==> config.mk <==
export PLATFORM = sky130hd
export DESIGN_NAME = comm_report_scheduler
export DESIGN_NICKNAME = d
export VERILOG_FILES = /design/src/rtl/comm_pkg.sv /design/src/rtl/comm_report_scheduler_rr_arbiter.sv /design/src/rtl/comm_report_scheduler.sv
export SDC_FILE = /design/constraint.sdc
export NUM_CORES = 1
export LEC_CHECK = 0
export BUFFER_PORTS_ARGS = -buffer_cell sky130_fd_sc_hd__buf_2
export CAP_MARGIN = 15
export CORE_ASPECT_RATIO = 1.2
export CORE_MARGIN = 5
export CORE_UTILIZATION = 40
export CTS_BUF_LIST = sky130_fd_sc_hd__clkbuf_16
export DETAILED_ROUTE_END_ITERATION = 16
export GPL_TIMING_DRIVEN = 0
export HOLD_SLACK_MARGIN = 0.12
export SLEW_MARGIN = 20
export SYNTH_ARGS = -nofsm -noshare
export SYNTH_HDL_FRONTEND = slang
export SYNTH_SLANG_ARGS = --single-unit
==> constraint.sdc <==
create_clock -name clk -period 5.6 [get_ports clk]
set_input_delay 0.28 -clock clk [delete_from_list [all_inputs] [get_ports clk]]
set_output_delay 0.28 -clock clk [all_outputs]
set_load 0.005 [all_outputs]
==> src/rtl/comm_pkg.sv <==
// Shared definitions for the STM32 report link: scheduler state encoding,
// default word split and the firmware-visible channel tags.
package comm_pkg;

  typedef enum logic [2:0] {
    IDLE = 3'b001,
    SEND = 3'b010,
    GAP  = 3'b100
  } state_t;

  localparam int unsigned DEF_TAG_W  = 4;
  localparam int unsigned DEF_DATA_W = 28;

  localparam logic [DEF_TAG_W-1:0] TAG_FREQ = 4'd0;
  localparam logic [DEF_TAG_W-1:0] TAG_AMP  = 4'd1;
  localparam logic [DEF_TAG_W-1:0] TAG_MOD  = 4'd2;
  localparam logic [DEF_TAG_W-1:0] TAG_MODE = 4'd3;

endpackage

==> src/rtl/comm_report_scheduler_rr_arbiter.sv <==
// Combinational round-robin arbiter: first requester after 'last', wrapping.
module rr_arbiter #(
  parameter int unsigned N = 4
) (
  input  logic [N-1:0]         req,
  input  logic [$clog2(N)-1:0] last,
  output logic                 gnt_any,
  output logic [$clog2(N)-1:0] gnt_idx
);

  localparam int unsigned LW = $clog2(N);

  int unsigned idx;

  always_comb begin
    gnt_any = 1'b0;
    gnt_idx = '0;
    idx     = 0;
    for (int unsigned i = 1; i <= N; i++) begin
      idx = (32'(last) + i) % N;
      if (!gnt_any && req[idx]) begin
        gnt_any = 1'b1;
        gnt_idx = LW'(idx);
      end
    end
  end

endmodule

==> src/rtl/comm_report_scheduler.sv <==
// Latches per-channel results and feeds them, tagged, to the single serial
// report sender with a fixed hold-off between frame starts.
module comm_report_scheduler
  import comm_pkg::*;
#(
  parameter int unsigned NUM_CH    = 4,
  parameter int unsigned TAG_W     = DEF_TAG_W,
  parameter int unsigned DATA_W    = DEF_DATA_W,
  parameter int unsigned FRAME_CYC = 20000
) (
  input  logic                     clk,
  input  logic                     rst_n,
  input  logic [NUM_CH-1:0]        in_valid,
  input  logic [NUM_CH*DATA_W-1:0] in_data,
  input  logic [NUM_CH-1:0]        ch_en,
  input  logic                     ovf_clr,
  output logic                     tx_start,
  output logic [TAG_W+DATA_W-1:0]  tx_word,
  output logic                     busy,
  output logic [NUM_CH-1:0]        ovf,
  output logic [15:0]              frame_cnt
);

  localparam int unsigned IW = $clog2(NUM_CH);
  localparam int unsigned CW = $clog2(FRAME_CYC);

  if (FRAME_CYC < 2) begin : g_chk_frame
    $error("comm_report_scheduler: FRAME_CYC must be >= 2");
  end
  if (NUM_CH < 2 || NUM_CH > 16) begin : g_chk_ch
    $error("comm_report_scheduler: NUM_CH must be in 2..16");
  end
  if (TAG_W < IW) begin : g_chk_tag
    $error("comm_report_scheduler: TAG_W too narrow for NUM_CH");
  end

  state_t                          state, state_next;
  logic [CW-1:0]                   gap_cnt, gap_cnt_next;
  logic [NUM_CH-1:0][DATA_W-1:0]   hold;
  logic [NUM_CH-1:0]               pend, pend_next, ovf_set, elig;
  logic [IW-1:0]                   last, gnt_idx;
  logic                            gnt_any, fire;

  assign elig = pend & ch_en;

  rr_arbiter #(.N(NUM_CH)) u_arb (
    .req     (elig),
    .last    (last),
    .gnt_any (gnt_any),
    .gnt_idx (gnt_idx)
  );

  // The final GAP cycle may grant directly so back-to-back starts are
  // exactly FRAME_CYC apart; otherwise it falls back to IDLE.
  always_comb begin
    state_next   = state;
    gap_cnt_next = gap_cnt;
    fire         = 1'b0;
    unique case (state)
      IDLE: begin
        if (gnt_any) begin
          fire       = 1'b1;
          state_next = SEND;
        end
      end
      SEND: begin
        gap_cnt_next = CW'(FRAME_CYC - 2);
        state_next   = GAP;
      end
      GAP: begin
        if (gap_cnt == '0) begin
          if (gnt_any) begin
            fire       = 1'b1;
            state_next = SEND;
          end else begin
            state_next = IDLE;
          end
        end else begin
          gap_cnt_next = gap_cnt - 1'b1;
        end
      end
      default: state_next = IDLE;
    endcase
  end

  // A capture on the channel being granted re-arms pend without overflow.
  always_comb begin
    pend_next = pend;
    ovf_set   = '0;
    if (fire) pend_next[gnt_idx] = 1'b0;
    for (int unsigned k = 0; k < NUM_CH; k++) begin
      if (in_valid[k]) begin
        pend_next[k] = 1'b1;
        if (pend[k] && !(fire && gnt_idx == IW'(k))) ovf_set[k] = 1'b1;
      end
    end
  end

  always_ff @(posedge clk or negedge rst_n) begin
    if (!rst_n) begin
      state     <= IDLE;
      gap_cnt   <= '0;
      hold      <= '0;
      pend      <= '0;
      ovf       <= '0;
      last      <= IW'(NUM_CH - 1);
      tx_start  <= 1'b0;
      tx_word   <= '0;
      busy      <= 1'b0;
      frame_cnt <= '0;
    end else begin
      state    <= state_next;
      gap_cnt  <= gap_cnt_next;
      pend     <= pend_next;
      ovf      <= (ovf & ~{NUM_CH{ovf_clr}}) | ovf_set;
      tx_start <= fire;
      busy     <= (state_next != IDLE);
      if (fire) begin
        tx_word   <= {TAG_W'(gnt_idx), hold[gnt_idx]};
        last      <= gnt_idx;
        frame_cnt <= frame_cnt + 16'd1;
      end
      for (int unsigned k = 0; k < NUM_CH; k++) begin
        if (in_valid[k]) hold[k] <= in_data[k*DATA_W +: DATA_W];
      end
    end
  end

endmodule
==> flow_summary.json, run 1 <==
{
  "slew_headroom": 0.412,
  "worstPathArrival_ns": 3.03,
  "hold_class": "in2reg",
  "total_power_uw": 4470,
  "syn_avg_cell_area_um2": 12.6,
  "synth_warnings": 0,
  "synthCells": 654,
  "status": "completed",
  "cts_max_path_buffers": 2,
  "syn_area_um2": 8230,
  "cp.required_ns": 5.88,
  "setup_viol": 0,
  "p_comb_frac": 0.331,
  "finalHoldViolations": 0,
  "synth_cell_types": 56,
  "fin_skew_ns": 0.0143,
  "place_ws_ns": 2.91,
  "firstDrtPassIters": 4,
  "vias": 6522,
  "synth-edff-count": 0,
  "p_int_uw": 2870,
  "crit_fanout": 10,
  "viasPerCell": 5.27,
  "grtUsageTotal": 0.200,
  "cts-root-buf": "clkbuf_16",
  "post_cts_buffers": 0,
  "synth_top_area_frac": 0.563,
  "synth_common_cells": "185 x dfrtp_1, 112 x mux2_2, 39 x nand2_1",
  "ir_drop_mv": 0.226,
  "yosysTopAreaCell": "dfrtp_1",
  "cts_buffers": 17,
  "fin_setup_tns_ns": 0,
  "clock_latency_ns": 0.43,
  "yosys-top-cells-area": "dfrtp_1 56%, mux2_2 15%, mux2i_1 3.0%",
  "synth.most_common_cell": "dfrtp_1",
  "grt_pass1_vias": 6694,
  "rsz0062_at_grt": "false",
  "antenna_found_initial": 0,
  "std_cell_rows": 57,
  "grt_start_max_net_pins": 85,
  "cts_num_sinks": 188,
  "worstMarginPinSlew_ns": 0.882,
  "seq_area_frac_synth": 0.572,
  "cts_tree": "yes",
  "die_area_um2": 23600,
  "synth-seq-cells": 188,
  "synth_flop_cell": "dfrtp_1",
  "reg2regPathDepth": 8,
  "drc": 0,
  "wirelength_mm": 23.2,
  "cp-end-kind": "register",
  "async_flop_share": 1.00,
  "fmax_mhz": 365,
  "period_needed_ns": 2.74,
  "portBuffers": 170,
  "core_region_area_um2": 20300,
  "holdPathStages": 3,
  "power_density_nw_per_um2": 399,
  "clk_pin_slew_ns": 0.07,
  "leakage_uw": 0.00498,
  "wl_per_cell_um": 18.8,
  "fin_crit_sh": 0.490,
  "setup_ws_ns": 2.86,
  "ant_nets": 0,
  "n_antenna_cell": 0,
  "cp-start-kind": "register",
  "start_util": 0.406,
  "maxCapViolCount": 0,
  "die_w_um": 141,
  "nNetsFinal": 1084,
  "netSwitchingPower_uw": 1600,
  "clkPwrFrac": 0.262,
  "synthToLayoutAreaGrowth_pct": 36.0,
  "drive_gt1_frac": 0.348,
  "chipHeight_um": 167,
  "grt_pass1_wl_mm": 36.8,
  "ios": 177,
  "stdcell_count": 1237,
  "post-dp-hpwl_mm": 16.1,
  "placed_cells": 1092,
  "htreeDepth": 4,
  "finalMaxSlewViolations": 0,
  "p_sw_frac": 0.359,
  "pwr-share-seq": 0.407,
  "overflow": 0,
  "drtIter0Drc": 332,
  "fin_util": 0.553,
  "gp_congestion": 0.801,
  "crit_type": "reg2reg"
}
-- final timing paths --
path	start	end	slack, ns
min in group asynchronous	rst_n	gap_cnt[6]	0.35
min reg2reg	frame_cnt[15]	frame_cnt[15]	0.46
max reg2reg	last[1]	tx_word[17]	2.86
min	ovf_clr	ovf[2]	0.19
max in group asynchronous	rst_n	last[0]	4.47
max	last[1]	tx_word[17]	2.86
-- cell families (layout without fill, tap and decap cells) --
family / Yosys count / count (layout) / share of synthesized area
AOI/OAI and AO/OA: 119 / 119 / 0.110
xor gates and xnor gates: 18 / 18 / 0.0192
adders and majority gates: 2 / 2 / 0.00304
buffers and inverters: 49 / 366 / 0.0249
DFF: 188 / 188 / 0.572
muxes: 137 / 137 / 0.184
other: 1 / 2 / 0.000456
and+or+nand+nor: 140 / 140 / 0.0862
-- power groups by stage --
stage	clock (uW)	combinational (uW)	sequential, uW
floorplan	0	883	1810
global placement	0	1410	1840
detailed placement	0	1430	1840
CTS	1210	1490	1820
global route	1260	1630	1850
finish	1170	1480	1820
-- worst max-delay path, cell delays in order (launching register included) --
cell       delay, ns
dfstp_2         0.51
buf_2           0.21
nand4bb_1       0.20
o311a_1         0.17
clkbuf_1        0.34
nand2_1         0.40
buf_2           0.33
a32oi_1         0.30
a31oi_1         0.12
-- state kept, by name (all words and copies together) (netlist names) --
| signal | count |
|---|---|
| ovf | 4 |
| tx_start | 1 |
| tx_word | 30 |
| pend | 4 |
| busy | 1 |
| frame_cnt | 16 |
| last | 2 |
| gap_cnt | 15 |
| state | 3 |
| hold | 112 |
-- cell usage in the layout (no fill, tap or decap), types with 3 or more instances in the layout --
cell,count
o311ai_0,3
or3_1,4
nor2_1,30
nor4_1,6
a31oi_1,16
mux2_2,112
a32o_1,4
o21ai_0,21
inv_1,10
nand4_1,9
nand2_1,39
o31ai_1,8
a21o_1,19
inv_8,4
dlygate4sd3_1,113
o41ai_1,3
dfrtp_1,185
clkinv_8,3
a32oi_1,16
clkbuf_1,27
a22o_1,3
nand3_1,25
xnor2_1,9
mux2i_1,25
buf_1,4
xor2_1,9
nor3_1,4
clkinv_4,4
nand2b_1,6
dfstp_2,3
clkbuf_16,17
o221ai_1,12
buf_2,174
-- through the flow --
stage	cell area (um2)	hold WS, ns
final	11200	0.194
after global routing	11200	0.204
after CTS	11200	0.187
after detailed placement	9480	0.223
after global placement	9410	0.454
after floorplan	8230	-0.0156
-- layer usage --
layer,up-vias,track usage,routed length [um]
met2,168,0.348,12200
li1,3049,-,-
met5,-,0,0
met3,47,0.0334,881
met1,3258,0.248,9470
met4,0,0.0775,637
-- cell type report --
class | count | area (um2)
Multi-Input combinational cell | 418 | 3320
Sequential cell | 188 | 4710
Timing Repair Buffer | 285 | 2050
Fill cell | 1792 | 9060
Clock inverter | 15 | 155
Buffer | 39 | 168
Inverter | 10 | 37.5
Tap cell | 265 | 332
Clock buffer | 17 | 425
-- repair_timing --
item | 4_1_cts | 5_1_grt
endpoints found under the hold margin | 161 | 0
resized for setup | 0 | 0
hold buffers | 113 | 0
Power figures use the tool's default switching activity.
==> inputs of run 2 (changes only) <==
--- a/config.mk
+++ b/config.mk
@@ -5,6 +5,7 @@
 export SDC_FILE = /design/constraint.sdc
 export NUM_CORES = 1
 export LEC_CHECK = 0
+export ABC_AREA = 1
 export BUFFER_PORTS_ARGS = -buffer_cell sky130_fd_sc_hd__buf_2
 export CAP_MARGIN = 15
 export CORE_ASPECT_RATIO = 1.2
==> constraint.sdc (replaced) <==
create_clock -name clk -period 2.7 [get_ports clk]
set_input_delay 0.135 -clock clk [delete_from_list [all_inputs] [get_ports clk]]
set_output_delay 0.135 -clock clk [all_outputs]
set_load 0.005 [all_outputs]
==> flow_summary.json, run 2 <==
{
  "worstMarginPinSlew_ns": 0.672,
  "leakage_uw": 0.00651,
  "whs_ns": 0.190,
  "slew_headroom": 0.552,
  "synth_top_area_frac": 0.521,
  "wl_per_cell_um": 15.7,
  "finalHoldViolations": 0,
  "crit_type": "reg2reg",
  "drive_gt1_frac": 0.167,
  "pwr-share-seq": 0.309,
  "wirelength_mm": 27.9,
  "grt_start_max_net_pins": 82,
  "start_util": 0.408,
  "ir_drop_mv": 0.610,
  "cts-root-buf": "clkbuf_16",
  "p_sw_frac": 0.449,
  "overflow": 0,
  "seq_area_um2": 4710,
  "synth.most_common_cell": "nand2_1",
  "n_antenna_cell": 0,
  "viasPerCell": 4.85,
  "grt_pass1_wl_mm": 44.8,
  "fin_crit_sh": 0.877,
  "antenna_found_initial": 0,
  "drc": 0,
  "synth_flop_cell": "dfrtp_1",
  "p_comb_frac": 0.492,
  "synth_xor_area_frac": 0.0148,
  "synthCells": 1187,
  "hold_class": "in2async",
  "chipHeight_um": 173,
  "grtUsageTotal": 0.223,
  "cts_tree": "yes",
  "fmax_mhz": 422,
  "status": "completed",
  "vias": 8651,
  "finalMaxSlewViolations": 0,
  "total_power_uw": 12200,
  "rsz0062_at_grt": "false",
  "final_cell_mix": "704 x nand2_1, 191 x buf_2, 185 x dfrtp_1, 114 x dlygate4sd3_1, 84 x nand3_1",
  "grt_pass1_vias": 8645,
  "cp-start-kind": "register",
  "htreeDepth": 4,
  "std_cell_rows": 59,
  "ant_nets": 0,
  "synth_common_cells": "704 x nand2_1, 185 x dfrtp_1, 84 x nand3_1",
  "post-dp-hpwl_mm": 19.5,
  "synth-edff-count": 0,
  "syn_area_um2": 8890,
  "synth_top_family_by_area": "simple AND/OR/NAND/NOR gates",
  "period_needed_ns": 2.37,
  "core_region_area_um2": 21800,
  "clkPwrFrac": 0.199,
  "synthMuxAreaShare": 0,
  "synthToLayoutAreaGrowth_pct": 33.5,
  "cts_buffers": 17,
  "maxCapViolCount": 0,
  "power_density_nw_per_um2": 1030,
  "cp-end-kind": "register",
  "ios": 177,
  "synth_fa_ha_area_frac": 0.00282,
  "cp.required_ns": 3.07,
  "synth_warnings": 0,
  "seq_area_frac_synth": 0.530,
  "cts_max_path_buffers": 2,
  "netSwitchingPower_uw": 5480,
  "syn_avg_cell_area_um2": 7.49,
  "async_flop_share": 1.00,
  "synth_compound_area_frac": 0.0169,
  "synth-simple-area-share": 0.384,
  "clock_latency_ns": 0.44,
  "largest_reg_flops": 112,
  "nNetsFinal": 1622,
  "fin_skew_ns": 0.0134,
  "worstPathArrival_ns": 2.74,
  "top_register": "hold",
  "setup_viol": 0,
  "p_int_uw": 6740,
  "firstDrtPassIters": 5,
  "yosys-top-cells-area": "dfrtp_1 52%, nand2_1 30%, nand3_1 4.7%",
  "crit_fanout": 10,
  "reg_top3": "hold x112, tx_word x30, frame_cnt x16",
  "fill_cells": 2056,
  "yosysTopAreaCell": "dfrtp_1",
  "die_w_um": 146,
  "clk_pin_slew_ns": 0.07,
  "synth_cell_types": 34,
  "layout_commonest_cell": "nand2_1",
  "portBuffers": 174,
  "drtIter0Drc": 599,
  "synth-seq-cells": 188,
  "cts_num_sinks": 188,
  "gp_congestion": 0.877,
  "die_area_um2": 25300,
  "multiInputGateArea_um2": 3730
}
## run 2: path summary, 6_finish.rpt
| path | startpoint | end | slack, ns | cells after the start |
|---|---|---|---|---|
| setup / recovery | last[0] | tx_word[4] | 0.33 | 14 |
| hold / removal | rst_n | gap_cnt[7] | 0.19 | 2 |
| setup reg to reg | last[0] | tx_word[4] | 0.33 | 14 |
| hold reg to reg | hold[72] | hold[72] | 0.47 | 2 |
| max in group asynchronous | rst_n | tx_word[13] | 1.46 | 4 |
| min in group clk | in_valid[2] | hold[67] | 0.25 | 4 |
## run 2: logic make-up after synthesis
kind of cell | after synthesis
xor+xnor | 15
other cells | 1
compound gates | 29
flops | 188
simple gates | 853
fa+ha+maj | 2
buf+inv | 99
## run 2: metrics by stage
stage / std cells / setup TNS, ns / cell area, um2 / utilization / worst slack [ns]
2_1_floorplan: 1188 / 0 / 8890 / - / 0.765
3_3_place_gp: 1636 / -318.23 / 10100 / 0.464 / -1.73
3_5_place_dp: 1638 / 0 / 10200 / 0.467 / 0.363
4_1_cts: 1783 / 0 / 11900 / 0.545 / 0.345
5_1_grt: 1783 / 0 / 11900 / 0.545 / 0.190
6_report: 1783 / 0 / 11900 / 0.545 / 0.331
## run 2: worst max-delay path: stages (launching register included)
cell,delay [ns]
dfstp_2,0.53
buf_6,0.13
inv_6,0.06
nand2_1,0.07
nand2_2,0.07
nor2_2,0.18
nor2_4,0.06
nand3_1,0.06
nor2_1,0.06
nor2_1,0.16
clkbuf_1,0.54
nand2_1,0.14
nand2_1,0.12
nand2_1,0.06
nand2_1,0.06
## run 2: metal layers
layer,share of wire,track usage
met5,0,0
met1,0.41,0.280
met2,0.49,0.382
met4,0.030,0.0784
met3,0.061,0.0450
## run 2: final cells by class
type | count | area share
inverter | 39 | 0.0128
clock buffer | 17 | 0.0358
buffer | 60 | 0.0256
multi-input combinational | 901 | 0.314
timing repair buffer | 290 | 0.175
clock inverter | 14 | 0.0110
sequential | 188 | 0.397
tap | 274 | 0.0289
## run 2: power groups by stage
| stage | Clock [uW] | Combinational, uW | Sequential (uW) |
|---|---|---|---|
| floorplan | 0 | 3860 | 3770 |
| global placement | 0 | 5810 | 3820 |
| detailed placement | 0 | 5870 | 3820 |
| CTS | 2470 | 6030 | 3780 |
| global route | 2590 | 6780 | 3850 |
| finish | 2430 | 6010 | 3780 |
## run 2: what timing repair did
| item | CTS | global route |
|---|---|---|
| endpoints found under the hold margin | 223 | 0 |
| buffers inserted | 0 | 0 |
| gates resized for setup | 0 | 0 |
| hold buffers | 114 | 0 |
